===== src/rtl/systempll_lock_monitor_pkg.sv =====
// Shared definitions for the system PLL lock monitor.
//   ch_state_e : per-channel supervision state (2-bit encoding)
//   cnt_width  : bits needed for a counter that runs 0 .. max_count-1
package systempll_lock_monitor_pkg;

  typedef enum logic [1:0] {
    CH_DISABLED  = 2'd0,
    CH_WAIT_LOCK = 2'd1,
    CH_SETTLE    = 2'd2,
    CH_LOCKED    = 2'd3
  } ch_state_e;

  // Counter width for values 0 .. max_count-1, never less than one bit.
  function automatic int cnt_width(input int max_count);
    if (max_count <= 2) begin
      cnt_width = 1;
    end else begin
      cnt_width = $clog2(max_count);
    end
  endfunction

endpackage


===== src/rtl/systempll_lock_monitor_if.sv =====
// Bus bundle between the lock monitor and its environment.
//   master : drives in_synthlock, disable_monitor, clear_sticky; observes status
//   slave  : the monitor itself; consumes controls, drives status
//   in_synthlock    [N_CH]            raw PLL lock bits, asynchronous to clk
//   disable_monitor [N_CH]            per-channel supervision disable
//   clear_sticky                      one-cycle clear of sticky flags / loss counters
//   ch_locked       [N_CH]            channel declared locked
//   all_locked                        every enabled channel locked (at least one enabled)
//   lock_lost_sticky[N_CH]            a lock loss happened since last clear
//   relock_req      [N_CH]            one-cycle relock request after a lock timeout
//   loss_count      [N_CH*LOSS_CNT_W] saturating loss counters, channel i at [i*W +: W]
interface systempll_lock_monitor_if #(
  parameter int N_CH       = 4,
  parameter int LOSS_CNT_W = 8
);

  logic [N_CH-1:0]            in_synthlock;
  logic [N_CH-1:0]            disable_monitor;
  logic                       clear_sticky;
  logic [N_CH-1:0]            ch_locked;
  logic                       all_locked;
  logic [N_CH-1:0]            lock_lost_sticky;
  logic [N_CH-1:0]            relock_req;
  logic [N_CH*LOSS_CNT_W-1:0] loss_count;

  modport master (
    output in_synthlock, disable_monitor, clear_sticky,
    input  ch_locked, all_locked, lock_lost_sticky, relock_req, loss_count
  );

  modport slave (
    input  in_synthlock, disable_monitor, clear_sticky,
    output ch_locked, all_locked, lock_lost_sticky, relock_req, loss_count
  );

endinterface


===== src/rtl/systempll_lock_ch.sv =====
// Supervision of one PLL channel: synchronizes the raw lock bit, runs the
// DISABLED / WAIT_LOCK / SETTLE / LOCKED state machine, raises relock requests
// on timeout and keeps the sticky loss flag and saturating loss counter.
//   clk, reset        clock, asynchronous active-high reset
//   synthlock_raw     raw lock bit (asynchronous)
//   disable_mon       supervision disable (synchronous)
//   clear_sticky      clear sticky flag and loss counter
//   locked            state is LOCKED
//   active            state is not DISABLED
//   lock_lost_sticky  sticky loss flag
//   relock_req        one-cycle timeout pulse
//   loss_count        saturating loss counter
module systempll_lock_ch
  import systempll_lock_monitor_pkg::*;
#(
  parameter int SETTLE_CYCLES  = 256,
  parameter int TIMEOUT_CYCLES = 65536,
  parameter int LOSS_CNT_W     = 8
) (
  input  logic                  clk,
  input  logic                  reset,
  input  logic                  synthlock_raw,
  input  logic                  disable_mon,
  input  logic                  clear_sticky,
  output logic                  locked,
  output logic                  active,
  output logic                  lock_lost_sticky,
  output logic                  relock_req,
  output logic [LOSS_CNT_W-1:0] loss_count
);

  localparam int SW = cnt_width(SETTLE_CYCLES);
  localparam int TW = cnt_width(TIMEOUT_CYCLES);
  localparam logic [SW-1:0]         SETTLE_LAST  = SW'(SETTLE_CYCLES - 1);
  localparam logic [TW-1:0]         TIMEOUT_LAST = TW'(TIMEOUT_CYCLES - 1);
  localparam logic [LOSS_CNT_W-1:0] LOSS_MAX     = {LOSS_CNT_W{1'b1}};

  logic [1:0]            sync_q, sync_d;
  ch_state_e             state_q, state_d;
  logic [SW-1:0]         settle_q, settle_d;
  logic [TW-1:0]         timeout_q, timeout_d;
  logic                  relock_q, relock_d;
  logic                  sticky_q, sticky_d;
  logic [LOSS_CNT_W-1:0] loss_q, loss_d;
  logic                  slock_s;
  logic                  loss_event_s;

  assign slock_s = sync_q[1];

  // Next-state, counter and relock logic of the channel state machine.
  always_comb begin
    sync_d       = {sync_q[0], synthlock_raw};
    state_d      = state_q;
    settle_d     = settle_q;
    timeout_d    = timeout_q;
    loss_event_s = 1'b0;
    if (disable_mon) begin
      // Disable overrides everything; a LOCKED channel leaves without a loss.
      state_d   = CH_DISABLED;
      settle_d  = {SW{1'b0}};
      timeout_d = {TW{1'b0}};
    end else begin
      case (state_q)
        CH_DISABLED: begin
          state_d   = CH_WAIT_LOCK;
          settle_d  = {SW{1'b0}};
          timeout_d = {TW{1'b0}};
        end
        CH_WAIT_LOCK: begin
          if (slock_s) begin
            state_d   = CH_SETTLE;
            settle_d  = {SW{1'b0}};
            timeout_d = {TW{1'b0}};
          end else if (timeout_q == TIMEOUT_LAST) begin
            timeout_d = {TW{1'b0}};
          end else begin
            timeout_d = timeout_q + TW'(1'b1);
          end
        end
        CH_SETTLE: begin
          if (!slock_s) begin
            state_d   = CH_WAIT_LOCK;
            settle_d  = {SW{1'b0}};
            timeout_d = {TW{1'b0}};
          end else if (settle_q == SETTLE_LAST) begin
            state_d  = CH_LOCKED;
            settle_d = {SW{1'b0}};
          end else begin
            settle_d = settle_q + SW'(1'b1);
          end
        end
        CH_LOCKED: begin
          if (!slock_s) begin
            state_d      = CH_WAIT_LOCK;
            timeout_d    = {TW{1'b0}};
            loss_event_s = 1'b1;
          end else begin
            state_d = CH_LOCKED;
          end
        end
        default: begin
          state_d   = CH_WAIT_LOCK;
          settle_d  = {SW{1'b0}};
          timeout_d = {TW{1'b0}};
        end
      endcase
    end
    // The request flop is high exactly while the timeout counter sits at its
    // last value in WAIT_LOCK, so it is a one-cycle pulse per timeout period.
    relock_d = (state_d == CH_WAIT_LOCK) && (timeout_d == TIMEOUT_LAST);
  end

  // Sticky flag and loss counter; a loss on the clearing edge wins.
  always_comb begin
    sticky_d = sticky_q;
    loss_d   = loss_q;
    if (loss_event_s) begin
      sticky_d = 1'b1;
      if (clear_sticky) begin
        loss_d = LOSS_CNT_W'(1'b1);
      end else if (loss_q == LOSS_MAX) begin
        loss_d = loss_q;
      end else begin
        loss_d = loss_q + LOSS_CNT_W'(1'b1);
      end
    end else if (clear_sticky) begin
      sticky_d = 1'b0;
      loss_d   = {LOSS_CNT_W{1'b0}};
    end else begin
      sticky_d = sticky_q;
      loss_d   = loss_q;
    end
  end

  // Channel state register with asynchronous reset.
  always_ff @(posedge clk or posedge reset) begin
    if (reset) begin
      sync_q    <= 2'b00;
      state_q   <= CH_WAIT_LOCK;
      settle_q  <= {SW{1'b0}};
      timeout_q <= {TW{1'b0}};
      relock_q  <= 1'b0;
      sticky_q  <= 1'b0;
      loss_q    <= {LOSS_CNT_W{1'b0}};
    end else begin
      sync_q    <= sync_d;
      state_q   <= state_d;
      settle_q  <= settle_d;
      timeout_q <= timeout_d;
      relock_q  <= relock_d;
      sticky_q  <= sticky_d;
      loss_q    <= loss_d;
    end
  end

  assign locked           = (state_q == CH_LOCKED);
  assign active           = (state_q != CH_DISABLED);
  assign lock_lost_sticky = sticky_q;
  assign relock_req       = relock_q;
  assign loss_count       = loss_q;

endmodule


===== src/rtl/systempll_lock_monitor.sv =====
// System PLL lock monitor: N_CH independent channel supervisors plus the
// aggregate all_locked flag.
//   clk, reset : sole clock, asynchronous active-high reset
//   bus        : slave side of systempll_lock_monitor_if; its N_CH and
//                LOSS_CNT_W must match this module's parameters
module systempll_lock_monitor
  import systempll_lock_monitor_pkg::*;
#(
  parameter int N_CH           = 4,
  parameter int SETTLE_CYCLES  = 256,
  parameter int TIMEOUT_CYCLES = 65536,
  parameter int LOSS_CNT_W     = 8
) (
  input  logic                     clk,
  input  logic                     reset,
  systempll_lock_monitor_if.slave  bus
);

  logic [N_CH-1:0]            locked_s;
  logic [N_CH-1:0]            active_s;
  logic [N_CH-1:0]            sticky_s;
  logic [N_CH-1:0]            relock_s;
  logic [N_CH*LOSS_CNT_W-1:0] loss_s;
  logic                       all_locked_q, all_locked_d;

  for (genvar i = 0; i < N_CH; i++) begin : g_ch
    systempll_lock_ch #(
      .SETTLE_CYCLES  (SETTLE_CYCLES),
      .TIMEOUT_CYCLES (TIMEOUT_CYCLES),
      .LOSS_CNT_W     (LOSS_CNT_W)
    ) u_ch (
      .clk              (clk),
      .reset            (reset),
      .synthlock_raw    (bus.in_synthlock[i]),
      .disable_mon      (bus.disable_monitor[i]),
      .clear_sticky     (bus.clear_sticky),
      .locked           (locked_s[i]),
      .active           (active_s[i]),
      .lock_lost_sticky (sticky_s[i]),
      .relock_req       (relock_s[i]),
      .loss_count       (loss_s[i*LOSS_CNT_W +: LOSS_CNT_W])
    );
  end

  // All enabled channels locked, and at least one channel enabled.
  always_comb begin
    all_locked_d = (|active_s) && ((active_s & ~locked_s) == {N_CH{1'b0}});
  end

  // Aggregate flag register, one cycle behind the channel states.
  always_ff @(posedge clk or posedge reset) begin
    if (reset) begin
      all_locked_q <= 1'b0;
    end else begin
      all_locked_q <= all_locked_d;
    end
  end

  assign bus.ch_locked        = locked_s;
  assign bus.all_locked       = all_locked_q;
  assign bus.lock_lost_sticky = sticky_s;
  assign bus.relock_req       = relock_s;
  assign bus.loss_count       = loss_s;

endmodule


===== src/flat_wrapper.sv =====
// flat-port wrapper written by rule: the top's interface ports become plain ports
module systempll_lock_monitor_flat import systempll_lock_monitor_pkg::*;
#(
  parameter int N_CH           = 4,
  parameter int SETTLE_CYCLES  = 256,
  parameter int TIMEOUT_CYCLES = 65536,
  parameter int LOSS_CNT_W     = 8
)
  (clk, reset, bus_in_synthlock, bus_disable_monitor, bus_clear_sticky, bus_ch_locked, bus_all_locked, bus_lock_lost_sticky, bus_relock_req, bus_loss_count);
  systempll_lock_monitor_if #(.N_CH(N_CH), .LOSS_CNT_W(LOSS_CNT_W)) bus_i ();
  input  logic clk;
  input  logic reset;
  input wire logic [$bits(bus_i.in_synthlock)-1:0] bus_in_synthlock;
  input wire logic [$bits(bus_i.disable_monitor)-1:0] bus_disable_monitor;
  input wire logic [$bits(bus_i.clear_sticky)-1:0] bus_clear_sticky;
  output wire logic [$bits(bus_i.ch_locked)-1:0] bus_ch_locked;
  output wire logic [$bits(bus_i.all_locked)-1:0] bus_all_locked;
  output wire logic [$bits(bus_i.lock_lost_sticky)-1:0] bus_lock_lost_sticky;
  output wire logic [$bits(bus_i.relock_req)-1:0] bus_relock_req;
  output wire logic [$bits(bus_i.loss_count)-1:0] bus_loss_count;
  assign bus_i.in_synthlock = bus_in_synthlock;
  assign bus_i.disable_monitor = bus_disable_monitor;
  assign bus_i.clear_sticky = bus_clear_sticky;
  assign bus_ch_locked = bus_i.ch_locked;
  assign bus_all_locked = bus_i.all_locked;
  assign bus_lock_lost_sticky = bus_i.lock_lost_sticky;
  assign bus_relock_req = bus_i.relock_req;
  assign bus_loss_count = bus_i.loss_count;
  systempll_lock_monitor #(.N_CH(N_CH), .SETTLE_CYCLES(SETTLE_CYCLES), .TIMEOUT_CYCLES(TIMEOUT_CYCLES), .LOSS_CNT_W(LOSS_CNT_W)) u_core (.clk(clk), .reset(reset), .bus(bus_i));
endmodule

===== config.mk =====
export PLATFORM = sky130hd
export DESIGN_NAME = systempll_lock_monitor_flat
export DESIGN_NICKNAME = d
export VERILOG_FILES = /design/src/rtl/systempll_lock_monitor_pkg.sv /design/src/rtl/systempll_lock_monitor_if.sv /design/src/rtl/systempll_lock_ch.sv /design/src/rtl/systempll_lock_monitor.sv /design/src/flat_wrapper.sv
export SDC_FILE = /design/constraint.sdc
export NUM_CORES = 1
export LEC_CHECK = 0
export ABC_AREA = 1
export ABC_CLOCK_PERIOD_IN_PS = 4100
export CORE_ASPECT_RATIO = 2
export CORE_UTILIZATION = 55
export DETAILED_ROUTE_END_ITERATION = 8
export GPL_TIMING_DRIVEN = 0
export PLACE_DENSITY = 0.74
export SYNTH_ARGS = -nofsm -noshare
export SYNTH_HDL_FRONTEND = slang
export SYNTH_HIERARCHICAL = 1
export SYNTH_SLANG_ARGS = --single-unit

===== constraint.sdc =====
create_clock -name clk -period 4.1 [get_ports clk]
set_input_delay 0.82 -clock clk [delete_from_list [all_inputs] [get_ports clk]]
set_output_delay 0.82 -clock clk [all_outputs]
set_load 0.01 [all_outputs]

==> metrics.csv <==
metric,value,unit
WP data required,4.42,ns
Cell variety after synth,44,
Final Skew,0.0132,ns
clock tree buffer depth,2,
Final Max Slew Viols,0,
worst skew pair latency,0.43,ns
share of Yosys cell area claimed by the top area cell type,40.5,%
crit path from,bus_clear_sticky,
fin util,64.4,%
Post-synth EDFFs,0,
Synth Flop Type,dfrtp_1,
sequential power share,47.8,%
drt total wl,21900,um
wire length per cell,13.9,um
Cells after DPL,1538,
status,"complete, no violations",
DIE AREA,0.0173,sq mm
Post-Syn Area,0.00921,sq mm
Synth async-reset ratio,100,%
fraction of layout cells with a size suffix above 1,10.0,%
ant diodes,0,
hpwl dp,16300,um
internal power,2400,uW
Worst path depth,9,
crit-path max FO,24,
Critical Path Most Common Cell,inv_1,
Final Net Count,1376,
Vias/cell,5.38,
root buf cell,clkbuf_16,
Comb pwr share,6.0,%
Simple-Gate Fraction of Synth Area,34.7,%
P per Cell Area,307,mW/mm^2
Synth area leader,dfrtp_1,
Reg-to-Reg Start,u_core/g_ch[0].u_ch/timeout_q[0],
DR DRC count,0,
Clock power frac,46.2,%
clock sink count,153,
core area,0.0164,sq mm
Pwr Total,3230,uW
H-Tree Depth,4,
"flops & latches, synth",153,
CP Cell Sequence,"clkdlybuf4s50_1, inv_1, nand3_1, nand2_2, inv_2, o21a_1, o21ai_0, o21ai_1, inv_1",
First DRT Iteration DRCs,349,
grt ovf,0,
Die Ht,185,um
Setup Viol. Count Final,0,
Post-Synthesis Net Count,1306,
Startpoint Class,primary input,
CTS tree,built,
first-pass GRT wire length,36700,um
relative slew slack,27.8,%
post-synthesis mux area share,0,%
worst vdd ir,0.287,mV
Syn Area/Cell,7.18,sq um
All-Layer GR Usage,27.1,%
filler cell count,1484,
Synth-to-Final Area Change,14.4,%
net switching power figure,832,uW
fmax,373,MHz
Synth Area in Compound Gates,11.7,%
R2R setup slack,2.08,ns
area share of xor/xnor cells in the synthesized design,2.19,%
I/O pins,56,
TNS Setup,0,ns
Critical Path Sink,u_core/g_ch[0].u_ch/loss_count[7],
Initial Util,56.3,%
RSZ-0062 raised after global routing,false,
WP data arrival,3.01,ns
switching share of power,25.8,%
area share of fa/ha/maj cells after synthesis,1.63,%
DR pass1 iterations,5,
fin crit period,2.68,ns
Final Hold Viols,0,
slowest CP cell,clkdlybuf4s50_1,
Hold Buf Count CTS,0,
Horiz. Die Dim,93.5,um
CTS resizes,0,
Routed Antenna Nets,0,
FP Rows,66,
vias in the first global route,8231,
fin cells,1570,
Vias,8449,
Reg2Reg Depth,12,
antenna violations before repair,0,
critical path class,primary input to flop,
fin crit share,65.5,%
IO Port Bufs,51,
"Reg clk slew, reported paths",0.06,ns
Setup crit end kind,flop,
Post-CTS Setup Inserts,0,
Pleak,0.00473,uW
CP max stage delay,1.18,ns
main combinational cell family by area after synthesis,simple AND/OR/NAND/NOR gates,
reg2reg end,u_core/g_ch[0].u_ch/relock_req,
cell count after synthesis,1283,
slew at the pin with the worst max-slew slack,1.08,ns
Worst Hold Class,flop to flop,
# Max-Cap Violations,0,
"Warnings, synthesis",6,
hold_ws,0.353,ns
pin count of the biggest net entering global routing,39,
top post-synthesis cells by area,"dfrtp_1 40%, nand2_1 15%, inv_1 7.2%",
gpl congestion,0.909,
CP bufs+invs,4,
Num CTS Buffers,17,
family with the most delay on the worst path,buffers and inverters,
sequential cell area fraction in the yosys report,41.6,%
synth_stat cells (2+ instances only):
cell type and instances:
nand2_1 378, inv_1 176, nor2_1 157, dfrtp_1 149, o21ai_0 69, nand3_1 66, a21oi_1 46, nand4_1 32
nor2_2 21, nand2_2 19, xor2_1 13, ha_1 12, nor2_4 12, o21a_1 12, o21ai_1 11, nor3_1 10
xnor2_1 10, buf_2 7, nand3b_1 7, a21oi_2 6, inv_2 6, o21ai_2 6, a21oi_4 5, o211ai_1 5
o22ai_1 5, a31oi_1 4, and3_1 4, dfstp_2 4, nand3_2 4, a22o_1 3, clkbuf_1 3, nand2_4 3
nor3_2 3, o21bai_1 3, buf_4 2, or2_2 2
area by class of cell:
class                   instances  area, sq um  area share, %
clock buffers                  19          453           4.30
repair buffers                 51          510           4.85
clock inverters                13          108           1.02
multi-input cells             934         4620           43.9
well taps                     204          255           2.42
plain buffers                  13         65.1          0.618
flip-flops and latches        153         3830           36.4
inverters                     183          687           6.52
power by group through the flow:
stage               Combinational (uW)  Sequential (uW)  Clock, uW
floorplan                          129             1570          0
global placement                   193             1570          0
detailed placement                 197             1570          0
CTS                                197             1540       1530
global route                       219             1540       1580
finish                             194             1540       1490
cell families (layout without fill, tap and decap cells):
| logic type | after synthesis | in the layout |
|---|---|---|
| adders and majority gates | 12 | 12 |
| and+or+nand+nor | 721 | 721 |
| DFF | 153 | 153 |
| xor gates and xnor gates | 23 | 23 |
| AOI/OAI and AO/OA | 178 | 178 |
| buffers and inverters | 196 | 279 |
metrics by stage:
| step | setup WS [ns] | area (sq um) |
|---|---|---|
| 2_1_floorplan | 2.16 | 9210 |
| 3_3_place_gp | 0.976 | 9970 |
| 3_5_place_dp | 0.973 | 9970 |
| 4_1_cts | 1.43 | 10500 |
| 5_1_grt | 1.24 | 10500 |
| 6_report | 1.42 | 10500 |
state kept, by name, indices dropped and copies added, names as in the netlist:
name / flops
u_core/g_ch.u_ch/relock_req: 4
u_core/g_ch.u_ch/sync_q: 8
u_core/g_ch.u_ch/loss_count: 32
u_core/g_ch.u_ch/timeout_q: 64
u_core/g_ch.u_ch/state_q: 8
u_core/g_ch.u_ch/settle_q: 32
u_core/g_ch.u_ch/lock_lost_sticky: 4
u_core/bus.all_locked: 1
how the worst min path moves through the flow:
stage | startpoint | end | slack, ns | cells past startpoint
after global placement | u_core/g_ch[0].u_ch/sync_q[0] | u_core/g_ch[0].u_ch/sync_q[1] | 0.33 | 0
after CTS | u_core/g_ch[0].u_ch/sync_q[0] | u_core/g_ch[0].u_ch/sync_q[1] | 0.36 | 0
after global routing | u_core/g_ch[0].u_ch/sync_q[0] | u_core/g_ch[0].u_ch/sync_q[1] | 0.36 | 0
final | u_core/g_ch[0].u_ch/sync_q[0] | u_core/g_ch[0].u_ch/sync_q[1] | 0.35 | 0
after detailed placement | u_core/g_ch[0].u_ch/sync_q[0] | u_core/g_ch[0].u_ch/sync_q[1] | 0.34 | 0
after floorplan | u_core/g_ch[0].u_ch/sync_q[0] | u_core/g_ch[0].u_ch/sync_q[1] | 0.33 | 0
cells in the final DEF, fill, tap and decap left out, types with 6 or more instances in the layout:
cell / instances
buf_2: 7
nor3_1: 10
clkdlybuf4s50_1: 51
xnor2_1: 10
o21ai_0: 69
nor2_4: 12
nor2_1: 157
xor2_1: 13
nand2_1: 378
nand2_2: 19
inv_2: 10
dfrtp_1: 149
ha_1: 12
a21oi_1: 46
inv_1: 172
nand3_1: 66
o21ai_2: 6
nand4_1: 32
nor2_2: 21
o21a_1: 12
a21oi_2: 6
clkbuf_16: 17
nand3b_1: 7
o21ai_1: 11
inv_6: 7
routing by layer:
layer	wire length [um]	up-vias	GRT usage, %
met5	0	-	0
met4	949	0	14.3
met3	779	67	4.47
met2	12200	191	53.1
met1	7920	3972	26.1
li1	-	4219	-
Note: power is estimated with default switching activity, not from simulation.
